### src/rtl/pipe_reg_skid_pkg.sv
`default_nettype none
// ============================================================================
//  Module      : pipe_reg_skid_pkg
//  Description : Shared pipe-register definitions. Holds the occupancy state
//                encoding (EMPTY / ONE / TWO) used by elastic pipeline
//                registers; the encoding doubles as the occupancy count.
//  Contents    : state_t   - 2-bit state / occupancy encoding
//                c_OCC_W   - width of the occupancy count
//  Revision    : 1.0 - initial release
// ============================================================================
package pipe_reg_skid_pkg;

  localparam int c_OCC_W = 2;

  // Encoding equals the number of buffered entries, so count_o is the state.
  typedef enum logic [c_OCC_W-1:0] {
    ST_EMPTY = 2'd0,
    ST_ONE   = 2'd1,
    ST_TWO   = 2'd2
  } state_t;

endpackage : pipe_reg_skid_pkg
`default_nettype wire

### src/rtl/pipe_reg_skid_sat_counter.sv
`default_nettype none
// ============================================================================
//  Module      : sat_counter
//  Description : Up-counter that sticks at its all-ones value. Reusable for
//                performance / stall statistics.
//  Ports       : clk_i  in   clock
//                rst_i  in   synchronous active-low reset (clears to 0)
//                inc    in   increment request
//                value  out  current count (CNT_W bits)
//  Revision    : 1.0 - initial release
// ============================================================================
module sat_counter #(
  parameter int CNT_W = 8
) (
  input  logic             clk_i,
  input  logic             rst_i,
  input  logic             inc,
  output logic [CNT_W-1:0] value
);

  localparam logic [CNT_W-1:0] c_MAX = {CNT_W{1'b1}};

  logic [CNT_W-1:0] cnt_q;
  logic [CNT_W-1:0] cnt_d;

  always_comb begin
    cnt_d = cnt_q;
    if (inc && (cnt_q != c_MAX)) begin
      cnt_d = cnt_q + 1'b1;
    end
  end

  always_ff @(posedge clk_i) begin
    if (!rst_i) begin
      cnt_q <= '0;
    end else begin
      cnt_q <= cnt_d;
    end
  end

  assign value = cnt_q;

endmodule : sat_counter
`default_nettype wire

### src/rtl/pipe_reg_skid.sv
`default_nettype none
// ============================================================================
//  Module      : pipe_reg_skid
//  Description : Elastic pipeline register with valid/ready handshake, a
//                one-entry skid buffer, synchronous flush and a saturating
//                stall counter. Both handshake outputs are registered, so
//                there is no combinational path from out_ready_i to
//                in_ready_o nor from in_valid_i to out_valid_o.
//  Ports       : clk_i        in   clock
//                rst_i        in   synchronous active-low reset
//                flush_i      in   discard all buffered entries
//                in_valid_i   in   upstream payload valid
//                in_ready_o   out  block can accept (registered)
//                in_data_i    in   upstream payload
//                out_valid_o  out  out_data_o valid (registered)
//                out_ready_i  in   downstream accepts
//                out_data_o   out  payload to downstream (registered)
//                count_o      out  occupancy 0..2
//                stall_cnt_o  out  saturating count of stalled cycles
//  Revision    : 1.0 - initial release
// ============================================================================
module pipe_reg_skid
  import pipe_reg_skid_pkg::*;
#(
  parameter int               WIDTH      = 32,
  parameter logic [WIDTH-1:0] NOP_VALUE  = '0,
  parameter bit               FLUSH_ZERO = 1'b1,
  parameter int               CNT_W      = 8
) (
  input  logic             clk_i,
  input  logic             rst_i,
  input  logic             flush_i,
  input  logic             in_valid_i,
  output logic             in_ready_o,
  input  logic [WIDTH-1:0] in_data_i,
  output logic             out_valid_o,
  input  logic             out_ready_i,
  output logic [WIDTH-1:0] out_data_o,
  output logic [1:0]       count_o,
  output logic [CNT_W-1:0] stall_cnt_o
);

  state_t           state_q, state_d;
  logic [WIDTH-1:0] main_q,  main_d;
  logic [WIDTH-1:0] skid_q,  skid_d;
  logic             in_ready_q;
  logic             out_valid_q;

  logic w_accept;
  logic w_pop;

  assign w_accept = in_valid_i  & in_ready_q;
  assign w_pop    = out_valid_q & out_ready_i;

  always_comb begin
    state_d = state_q;
    main_d  = main_q;
    skid_d  = skid_q;

    unique case (state_q)
      ST_EMPTY: begin
        if (w_accept) begin
          state_d = ST_ONE;
          main_d  = in_data_i;
        end
      end
      ST_ONE: begin
        if (w_accept && w_pop) begin
          main_d = in_data_i;
        end else if (w_accept) begin
          // Downstream stalled: park the word that was already in flight.
          state_d = ST_TWO;
          skid_d  = in_data_i;
        end else if (w_pop) begin
          // main_q keeps its last value while out_valid_o drops.
          state_d = ST_EMPTY;
        end
      end
      ST_TWO: begin
        // in_ready_o is low here, so only a pop can happen.
        if (w_pop) begin
          state_d = ST_ONE;
          main_d  = skid_q;
        end
      end
      default: begin
        state_d = ST_EMPTY;
      end
    endcase

    // Flush wins over any same-cycle accept or pop; the accepted word
    // belongs to an upstream stage that is being flushed too.
    if (flush_i) begin
      state_d = ST_EMPTY;
      main_d  = FLUSH_ZERO ? NOP_VALUE : main_q;
    end
  end

  // Handshake flags are derived from the next state so they are registered
  // outputs yet exact for the following cycle.
  always_ff @(posedge clk_i) begin
    if (!rst_i) begin
      state_q     <= ST_EMPTY;
      main_q      <= NOP_VALUE;
      skid_q      <= '0;
      in_ready_q  <= 1'b1;
      out_valid_q <= 1'b0;
    end else begin
      state_q     <= state_d;
      main_q      <= main_d;
      skid_q      <= skid_d;
      in_ready_q  <= (state_d != ST_TWO);
      out_valid_q <= (state_d != ST_EMPTY);
    end
  end

  sat_counter #(
    .CNT_W (CNT_W)
  ) u_stall_cnt (
    .clk_i (clk_i),
    .rst_i (rst_i),
    .inc   (in_valid_i & ~in_ready_q),
    .value (stall_cnt_o)
  );

  assign in_ready_o  = in_ready_q;
  assign out_valid_o = out_valid_q;
  assign out_data_o  = main_q;
  assign count_o     = state_q;

endmodule : pipe_reg_skid
`default_nettype wire

### config.mk
export PLATFORM = sky130hd
export DESIGN_NAME = pipe_reg_skid
export DESIGN_NICKNAME = d
export VERILOG_FILES = /design/src/rtl/pipe_reg_skid_pkg.sv /design/src/rtl/pipe_reg_skid_sat_counter.sv /design/src/rtl/pipe_reg_skid.sv
export SDC_FILE = /design/constraint.sdc
export NUM_CORES = 1
export LEC_CHECK = 0
export CAP_MARGIN = 20
export CORE_UTILIZATION = 40
export DETAILED_ROUTE_END_ITERATION = 8
export PLACE_DENSITY = 0.66
export SYNTH_ARGS = -nofsm -noshare
export SYNTH_HDL_FRONTEND = slang
export SYNTH_SLANG_ARGS = --single-unit
### constraint.sdc
create_clock -name clk_i -period 1.4 [get_ports clk_i]
set_input_delay 0.28 -clock clk_i [delete_from_list [all_inputs] [get_ports clk_i]]
set_output_delay 0.28 -clock clk_i [all_outputs]
set_load 0.03 [all_outputs]
==> flow_summary.ini <==
[timing]
maxSlewViolCount = 0
slew_headroom = 0.789
timing.fmax_mhz = 727
hold_viol_final = 0
finalSetupViolCount = 0
skew_ps = 9.66
tightest_slew_ps = 318
period_minus_slack_ps = 1380
rsz0062_at_grt = yes
timing.final.crit_share = 0.982
finalWorstSetupSlack_ps = 24.8

[grt]
grt_max_degree = 33
grt_pass1_vias = 3051
grt_pass1_wl_um = 15900
grt_overflow = 0
antenna_found_initial = 0
gr-usage-all-layers = 0.206

[detailed_routing]
drtIter0Drc = 198
dr.pass1.iters = 4
via_per_inst = 5.79
ant_nets = 0
routedWlPerCell_um = 18.1
routed_wl_um = 10400
dr_total_vias = 3326
drcViolationCount = 0

[critical_path]
crit_required_ps = 1630
cp-start-kind = flop
end_kind = flop
crit_chain = and3b_4 > buf_6 > a21boi_0 > a211o_1
rrSetupSlack_ps = 20
path_class = flop to flop
crit_path_top_delay_cell = dfxtp_4
cp_slowest_stage_delay_ps = 370
worstPathArrival_ps = 1600
crit_fanout = 7

[layout]
final_cells = 574
multi_input_area_um2 = 2100
fillers = 735
num_antenna_cells = 0
fin_nets = 499
layout.area.seq_um2 = 1540
drive_above_1_share = 0.350
area_growth_syn_to_layout_pct = 43.8

[placement]
io_buffers = 80
dp_cells = 544
gp_congestion = 0.780
dpl.hpwl_um = 6070
pre_cts_slack_ps = -426

[synthesis]
netlist_area_um2 = 3610
ys_seq_area_frac = 0.421
ys_ff_latch = 76
synth_edf_count = 0
syn_nets = 405
ys_warn_count = 0
synth_cells = 367
avgSynthCellArea_um2 = 9.84
ys.flop_type = dfxtp_1
synth_cell_types = 37
ys_async_sr_fraction = 0

[clock_network]
clockRootBuffer = clkbuf_8
cts.sinks = 76
worstSkewPairLatency_ps = 340
clk_pin_slew_ps = 70
cts_tree = done
htreeDepth = 3
cts_buffers = 9
clock_path_buffers = 2

[floorplanning]
rows = 34
die_w_um = 97.0
start_util = 0.414
die_h_um = 97.0
die-area_um2 = 9410
fp.coreArea_um2 = 8720
ios = 81

[power]
power.leakage_nw = 2.06
p_sw_frac = 0.281
p_int_mw = 3.47
vdd_drop_max_mv = 0.450
power.share.clock = 0.335
p_seq_frac = 0.472
switchingPower_mw = 1.35
p_per_area_nw_per_um2 = 929
power_frac_comb = 0.192

[worst_hold_path]
hp-class = input port to flop

[flow_run]
maxCapViolations = 0

[status]
status = finished clean
==> placed cells by master (no fill, tap or decap), drive strengths merged <==
cell	netlist	routed
o21a	1	1
and4	1	1
ha	1	1
clkdlybuf4s50	0	35
a211o	1	1
o311a	2	2
o211ai	1	1
clkdlybuf4s15	0	22
o21bai	2	2
a21o	4	7
and3	2	2
and3b	1	1
nand3b	2	2
nand3	34	34
dlymetal6s2s	0	1
a41oi	1	1
nand4	4	4
nand2b	5	5
buf	25	44
mux2i	36	36
a21boi	2	2
nand2	7	7
a2bb2oi	1	1
o21ai	32	32
clkinv	0	3
nand4b	1	1
a21oi	35	35
and4b	2	2
nor2b	1	1
a21bo	1	1
a211oi	67	67
clkbuf	16	30
inv	2	3
dfxtp	76	76
o2111ai	1	1
bufinv	0	1
==> sequential cells by signal, indices dropped and copies added, names as in the netlist <==
name and count:
count_o 2, in_ready_o 1, out_data_o 32, out_valid_o 1, skid_q 32, u_stall_cnt.value 8
==> power by group through the flow <==
stage	clock (mW)	sequential, mW	combinational, mW
after floorplan	0	2.41	0.398
after global placement	0	2.32	0.803
after detailed placement	0	2.32	0.810
after CTS	1.67	2.27	0.789
after global routing	1.75	2.29	0.986
final	1.62	2.28	0.929
==> synthesized netlist by cell type, types with 2 or more instances <==
| master | n | area, um^2 |
|---|---|---|
| nand3b_1 | 2 | 15.0 |
| nand2b_1 | 5 | 31.3 |
| dfxtp_1 | 76 | 1520 |
| clkbuf_4 | 2 | 15.0 |
| nand2_1 | 7 | 26.3 |
| nand3_1 | 34 | 170 |
| buf_6 | 7 | 78.8 |
| o21ai_0 | 32 | 160 |
| buf_4 | 2 | 15.0 |
| a211oi_2 | 30 | 375 |
| and4b_1 | 2 | 20.0 |
| clkbuf_1 | 14 | 52.6 |
| buf_2 | 16 | 80.1 |
| o21bai_1 | 2 | 15.0 |
| nand4_1 | 4 | 25.0 |
| inv_1 | 2 | 7.51 |
| mux2i_1 | 36 | 360 |
| a21oi_1 | 35 | 175 |
| a211oi_1 | 37 | 278 |
| and3_1 | 2 | 12.5 |
| o311a_1 | 2 | 20.0 |
| a21o_1 | 3 | 22.5 |
==> per-layer routing <==
layer	global-route usage	vias up	share of wire
met4	0.0482	0	0.0086
met5	0	-	0
met2	0.328	115	0.48
met3	0.0448	10	0.055
li1	-	1587	-
met1	0.285	1614	0.45
==> path summary, 6_finish.rpt <==
check / from / to / cells past startpoint
max: count_o[1]$_SDFF_PN0_ / in_ready_o$_SDFF_PN1_ / 4
max reg2reg: count_o[1]$_SDFF_PN0_ / in_ready_o$_SDFF_PN1_ / 4
min reg2reg: skid_q[23]$_SDFFE_PN0P_ / skid_q[23]$_SDFFE_PN0P_ / 2
min: out_ready_i / count_o[1]$_SDFF_PN0_ / 3
==> logic make-up (layout without fill, tap and decap cells) <==
group,after synthesis,in the layout,share of synthesized area
AO/OA/AOI/OAI,151,154,0.315
flip-flops,76,76,0.421
AND/OR/NAND/NOR,60,60,0.0921
buffers and inverters,43,139,0.0689
multiplexers,36,36,0.0998
adder cells (fa/ha/maj),1,1,0.00346
==> stage by stage <==
step	TNS (ps)	util	total power, mW	cell area (um^2)	hold slack (ps)
global route	-155	0.596	5.02	5190	397
CTS	-1650	0.550	4.73	4800	477
detailed placement	-21900	0.531	3.13	4630	465
floorplan	-427	-	2.81	3650	428
global placement	-19520	0.531	3.12	4630	459
finish	0	0.596	4.83	5190	411
==> repair_timing <==
action / 4_1_cts / 5_1_grt
hold buffers: 0 / 0
pin swaps: 5 / 14
resized for setup: 54 / 108
buffers inserted: 0 / 8
setup endpoints to repair: 70 / 68
cloned: 0 / 6
==> area by class of cell <==
cell class | instances | share of cell area
multi-input cells | 251 | 0.405
flip-flops and latches | 76 | 0.296
repair buffers | 121 | 0.237
well taps | 108 | 0.0260
clock buffers | 11 | 0.0253
clock inverters | 5 | 0.00987
inverters | 2 | 0.00145
==> worst max-delay path, delay by kind of cell, from the launching register on <==
family | cells | cell delay, ps
flip-flops | 1 | 370
AND/OR/NAND/NOR | 1 | 370
buffers and inverters | 1 | 160
AO/OA/AOI/OAI | 2 | 360
Power figures use the tool's default switching activity.
